`src/rtl/spike_raster_tx.sv`:
```
// Serialises one 128-neuron spike raster per simulation step onto the inter-FPGA spikeout line.
// Frame: preamble 1110, 8-bit seq (MSB first), population[0..127], even parity, then an idle gap.
module spike_raster_tx #(
    parameter int DIV      = 4,
    parameter int GAP_BITS = 2
) (
    input  logic         clk,
    input  logic         reset_global,
    input  logic         sim_clk,
    input  logic [127:0] population,
    input  logic         enable,
    output logic         tx_line,
    output logic         tx_busy,
    output logic [31:0]  frame_cnt,
    output logic [15:0]  overrun_cnt
);

    generate
        if (DIV < 2 || DIV > 255) begin : g_bad_div
            $error("spike_raster_tx: DIV must be within 2..255");
        end
        if (GAP_BITS < 0 || GAP_BITS > 256) begin : g_bad_gap
            $error("spike_raster_tx: GAP_BITS must be within 0..256");
        end
    endgenerate

    localparam logic [7:0] DIV_LAST = 8'(DIV - 1);
    localparam logic [7:0] GAP_LAST = 8'(GAP_BITS - 1);
    localparam int         SR_W     = 136;

    typedef enum logic [2:0] {
        IDLE = 3'd0,
        PRE  = 3'd1,
        SEQ  = 3'd2,
        DATA = 3'd3,
        PAR  = 3'd4,
        GAP  = 3'd5
    } state_t;

    state_t state, state_n;

    logic            sync_1, sync_2, sync_hist, req;
    logic [7:0]      div_cnt, div_n;
    logic [7:0]      bit_cnt, bit_n;
    logic [SR_W-1:0] shreg, shreg_n;
    logic            par_bit, par_n;
    logic            line_n;
    logic [7:0]      seq, seq_n;
    logic [31:0]     frames_n;
    logic [15:0]     ovr_n;
    logic [127:0]    pop_rev;
    logic            bit_end;

    // sim_clk is asynchronous: two sync flops, a history flop, and a registered edge detect.
    always_ff @(posedge clk or posedge reset_global) begin
        if (reset_global) begin
            sync_1    <= 1'b0;
            sync_2    <= 1'b0;
            sync_hist <= 1'b0;
            req       <= 1'b0;
        end else begin
            sync_1    <= sim_clk;
            sync_2    <= sync_1;
            sync_hist <= sync_2;
            req       <= sync_2 & ~sync_hist;
        end
    end

    // Shift register is MSB-out, so population is loaded bit-reversed to send bit 0 first.
    always_comb begin
        pop_rev = '0;
        for (int i = 0; i < 128; i++) begin
            pop_rev[127 - i] = population[i];
        end
    end

    assign bit_end = (div_cnt == DIV_LAST);
    assign tx_busy = (state != IDLE);

    always_comb begin
        state_n  = state;
        div_n    = div_cnt;
        bit_n    = bit_cnt;
        shreg_n  = shreg;
        par_n    = par_bit;
        line_n   = tx_line;
        seq_n    = seq;
        frames_n = frame_cnt;
        ovr_n    = overrun_cnt;

        if (req && enable && state != IDLE && overrun_cnt != 16'hFFFF) begin
            ovr_n = overrun_cnt + 16'd1;
        end

        if (state != IDLE) begin
            div_n = bit_end ? 8'd0 : div_cnt + 8'd1;
        end

        case (state)
            IDLE: begin
                line_n = 1'b0;
                if (req && enable) begin
                    state_n = PRE;
                    div_n   = 8'd0;
                    bit_n   = 8'd0;
                    shreg_n = {seq, pop_rev};
                    par_n   = (^seq) ^ (^population);
                    line_n  = 1'b1;
                end
            end
            PRE: begin
                if (bit_end) begin
                    if (bit_cnt == 8'd3) begin
                        state_n = SEQ;
                        bit_n   = 8'd0;
                        line_n  = shreg[SR_W-1];
                    end else begin
                        bit_n  = bit_cnt + 8'd1;
                        // preamble bit 3 is the only zero
                        line_n = (bit_cnt != 8'd2);
                    end
                end
            end
            SEQ: begin
                if (bit_end) begin
                    shreg_n = {shreg[SR_W-2:0], 1'b0};
                    line_n  = shreg[SR_W-2];
                    if (bit_cnt == 8'd7) begin
                        state_n = DATA;
                        bit_n   = 8'd0;
                    end else begin
                        bit_n = bit_cnt + 8'd1;
                    end
                end
            end
            DATA: begin
                if (bit_end) begin
                    shreg_n = {shreg[SR_W-2:0], 1'b0};
                    if (bit_cnt == 8'd127) begin
                        state_n = PAR;
                        bit_n   = 8'd0;
                        line_n  = par_bit;
                    end else begin
                        bit_n  = bit_cnt + 8'd1;
                        line_n = shreg[SR_W-2];
                    end
                end
            end
            PAR: begin
                if (bit_end) begin
                    seq_n    = seq + 8'd1;
                    frames_n = frame_cnt + 32'd1;
                    bit_n    = 8'd0;
                    line_n   = 1'b0;
                    state_n  = (GAP_BITS == 0) ? IDLE : GAP;
                end
            end
            GAP: begin
                line_n = 1'b0;
                if (bit_end) begin
                    if (bit_cnt == GAP_LAST) begin
                        state_n = IDLE;
                        bit_n   = 8'd0;
                    end else begin
                        bit_n = bit_cnt + 8'd1;
                    end
                end
            end
            default: begin
                state_n = IDLE;
                line_n  = 1'b0;
            end
        endcase
    end

    always_ff @(posedge clk or posedge reset_global) begin
        if (reset_global) begin
            state       <= IDLE;
            div_cnt     <= 8'd0;
            bit_cnt     <= 8'd0;
            shreg       <= '0;
            par_bit     <= 1'b0;
            tx_line     <= 1'b0;
            seq         <= 8'd0;
            frame_cnt   <= 32'd0;
            overrun_cnt <= 16'd0;
        end else begin
            state       <= state_n;
            div_cnt     <= div_n;
            bit_cnt     <= bit_n;
            shreg       <= shreg_n;
            par_bit     <= par_n;
            tx_line     <= line_n;
            seq         <= seq_n;
            frame_cnt   <= frames_n;
            overrun_cnt <= ovr_n;
        end
    end

endmodule

```
`config.mk`:
```
export PLATFORM = sky130hd
export DESIGN_NAME = spike_raster_tx
export DESIGN_NICKNAME = d
export VERILOG_FILES = /design/src/rtl/spike_raster_tx.sv
export SDC_FILE = /design/constraint.sdc
export NUM_CORES = 1
export LEC_CHECK = 0
export ABC_AREA = 1
export CAP_MARGIN = 25
export CORE_MARGIN = 4
export CORE_UTILIZATION = 65
export CTS_CLUSTER_SIZE = 28
export DETAILED_ROUTE_END_ITERATION = 12
export DONT_BUFFER_PORTS = 1
export GPL_ROUTABILITY_DRIVEN = 0
export GPL_TIMING_DRIVEN = 0
export PLACE_DENSITY = 0.81
export SKIP_LAST_GASP = 1
export SLEW_MARGIN = 10
export SYNTH_ARGS = -nofsm -noshare
export SYNTH_HDL_FRONTEND = slang
export SYNTH_SLANG_ARGS = --single-unit
```
`constraint.sdc`:
```
create_clock -name clk -period 17.6 [get_ports clk]
set_clock_uncertainty 0.15 [all_clocks]
set_input_delay 2.64 -clock clk [delete_from_list [all_inputs] [get_ports clk]]
set_output_delay 2.64 -clock clk [all_outputs]
set_load 0.01 [all_outputs]
```
==> metrics.cfg <==
[grt]
grt_pass1_vias=12300
grt_first_pass_wirelength_um=55800
grt-ovfl-total=0
use_met3_pct=5.49
grt_start_max_net_pins=119
antenna_found_initial=0
top_usage_layer=met2
grtUsageMet1_pct=35.9
gr-usage-met2_pct=46.9
grtUsageTotal_pct=27.4

[final_layout]
area_delta_synth_final_pct=8.07
nets=2137
drive_gt1_share_pct=5.33
final_cell_mix=815 x nand2_1, 288 x inv_1, 217 x dfrtp_1
layout_commonest_cell=nand2_1
diodes=0

[power_and_ir_drop]
switching_share_pct=40.5
seqPwrFrac_pct=35.3
p_clk_share_pct=22.6
p_sw_uw=855
p_int_uw=1250
comb_power_share_pct=42.2
power_uw=2110
p_leak_uw=0.00780
vdd_ir_drop_max_v=0.000100
p_per_area_nw_per_um2=141

[timing]
fin_setup_tns_ns=0
final.min_clock_period_ns=4.23
clock.fmax_mhz=236
setup_viol_count_final=0
finalCritPeriodShare_pct=24.1
maxSlewHeadroom_pct=44.6
maxSlewViolCount=0
hold_viol_final=0
worst_slew_pin_slew_ns=0.832
rsz0062_at_grt=no

[critical_path]
arrival_ns=1.44
worstSetupEndpointType=output pin
critPathKind=reg -> out
cp_max_fo=7
required_ns=14.81
crit_path_start_kind=flip-flop

[route]
via_count=12400
via_per_inst=5.45
wirelength_um=32300
wl_per_cell_um=14.2
antenna_left=0
drc=0
first_pass_iters=4
drt-initial-drc-count=721

[clock_tree]
htreeDepth=1
cts_root_buf=clkbuf_16
post_cts_buffers=0
clk_pin_slew_worst_paths_ns=0.06
ctsResizeCount=0
insertion_delay_ns=0.52
cts_tree=built
clockBufferDepth=3
clock_sinks=217
cts_buffers=24
hold_buffers=0

[synthesis]
synth_compound_area_share_pct=13.9
synth-edff-count=0
syn_nets=2110
synth_fa_ha_area_share_pct=0.817
postSynthAreaPerCell_um2=7.00
ys_warn_count=0
synth_area_leader_cell=dfrtp_1
yosys-top-cells-area=dfrtp_1 39%, nand2_1 22%, inv_1 7.9%
synth-seq-cells=217
syn_area_um2=13800
synthDistinctLibCells=46
synthFlopType=dfrtp_1
yosys-mux-area-fraction_pct=0
synth_top_family_by_area=simple AND/OR/NAND/NOR gates
synth_top_area_share_pct=39.4
synthArstFlopShare_pct=100
yosys.area_share.simple_pct=29.0
syn_inst=1969
yosys.area_share.xor_xnor_pct=6.41
synth.yosys.seq_area_share_pct=39.4

[die]
core_area_um2=21000
dieArea_um2=23600
fp.dieH_um=154
die_x_um=154
std_cell_rows=53
io_pins=182
start_util_pct=65.8

[placement]
port_buffers=0
dp_hpwl_um=23800

[job]
cap_violations=0

[worst_hold_path]
hold_path_class=reg -> reg

[outcome]
status=finished, final reports clean

## per-layer routing
metal	part of all wire, %	vias to the layer above	routed length (µm)
met5	0	-	0
met4	2.1	0	690
met3	6.0	55	1940
met2	48	306	15600
met1	44	5861	14100
li1	-	6221	-
## metrics by stage
| stage | cells | cell area (µm²) | utilization, % | hold WS, ns | setup slack (ns) |
|---|---|---|---|---|---|
| 2_1_floorplan | 1969 | 13800 | - | 0.181 | 8.87 |
| 4_1_cts | 2282 | 14900 | 71.1 | 0.238 | 13.35 |
| 3_5_place_dp | 2245 | 14200 | 67.6 | 0.212 | 13.21 |
| 3_3_place_gp | 2244 | 14100 | 67.5 | 0.210 | 6.55 |
| 6_report | 2282 | 14900 | 71.1 | 0.238 | 13.37 |
| 5_1_grt | 2282 | 14900 | 71.1 | 0.237 | 13.28 |
## sequential cells by signal (all words and copies together), names as in the netlist
register / cells
sync_2: 1
bit_cnt: 8
state: 3
div_cnt: 8
par_bit: 1
req: 1
tx_line: 1
shreg: 136
seq: 8
frame_cnt: 32
sync_1: 1
sync_hist: 1
overrun_cnt: 16
## synth_stat cells (2+ instances only)
| library cell | instances |
|---|---|
| nor3_2 | 5 |
| nand3_2 | 2 |
| buf_6 | 3 |
| nand4_4 | 2 |
| o22ai_1 | 5 |
| nand3_1 | 39 |
| clkbuf_1 | 34 |
| nor4_4 | 2 |
| nand2_2 | 4 |
| a21oi_1 | 8 |
| inv_1 | 289 |
| o21ai_0 | 122 |
| and3_1 | 2 |
| ha_1 | 9 |
| nor2_4 | 7 |
| xor2_1 | 48 |
| o211ai_1 | 134 |
| buf_2 | 3 |
| nand2_1 | 815 |
| nand3b_1 | 2 |
| inv_2 | 13 |
| buf_1 | 6 |
| buf_4 | 15 |
| nor2_2 | 5 |
| nor3_1 | 19 |
| nand4_2 | 2 |
| xnor2_1 | 51 |
| dfrtp_1 | 217 |
| o21ai_1 | 30 |
| nand4_1 | 7 |
| nor2_1 | 54 |
## power groups by stage
stage	Clock (µW)	Combinational, µW	Sequential, µW
after global routing	503	1020	761
after detailed placement	0	875	751
after CTS	482	888	743
final	476	889	743
after global placement	0	841	746
after floorplan	0	680	735
## worst max-delay path: stages, from the launching register on
cell	delay, ns
dfrtp_1	0.42
nor2_2	0.13
inv_2	0.08
nor2_4	0.16
clkinv_4	0.13
## path summary, 6_finish.rpt
kind | slack, ns | to | depth (start not counted) | startpoint
worst min register to register | 0.24 | sync_2$_DFF_PP0_ | 0 | sync_1$_DFF_PP0_
worst max-delay path | 13.37 | tx_busy | 4 | state[1]$_DFFE_PP0P_
worst min-delay path | 0.24 | sync_2$_DFF_PP0_ | 0 | sync_1$_DFF_PP0_
max in group asynchronous | 14.30 | shreg[23]$_DFFE_PP0P_ | 2 | reset_global
min in group asynchronous | 1.94 | shreg[73]$_DFFE_PP0P_ | 1 | reset_global
worst max register to register | 14.82 | shreg[36]$_DFFE_PP0P_ | 7 | state[1]$_DFFE_PP0P_
## layout make-up
cell class	instances	area, µm²
buffer	61	312
clock buffer	34	719
clock inverter	3	15.0
fill	1754	6050
inverter	303	1150
multi-input combinational	1388	6910
sequential	217	5430
tap	275	344
timing repair buffer	1	27.5
## cell families (layout without fill, tap and decap cells)
logic type / Yosys count / in the layout
and+or+nand+nor: 971 / 971
buffers and inverters: 364 / 402
AOI/OAI and AO/OA: 308 / 308
DFF: 217 / 217
xor gates and xnor gates: 100 / 100
adders and majority gates: 9 / 9
Note: power is estimated with default switching activity, not from simulation.
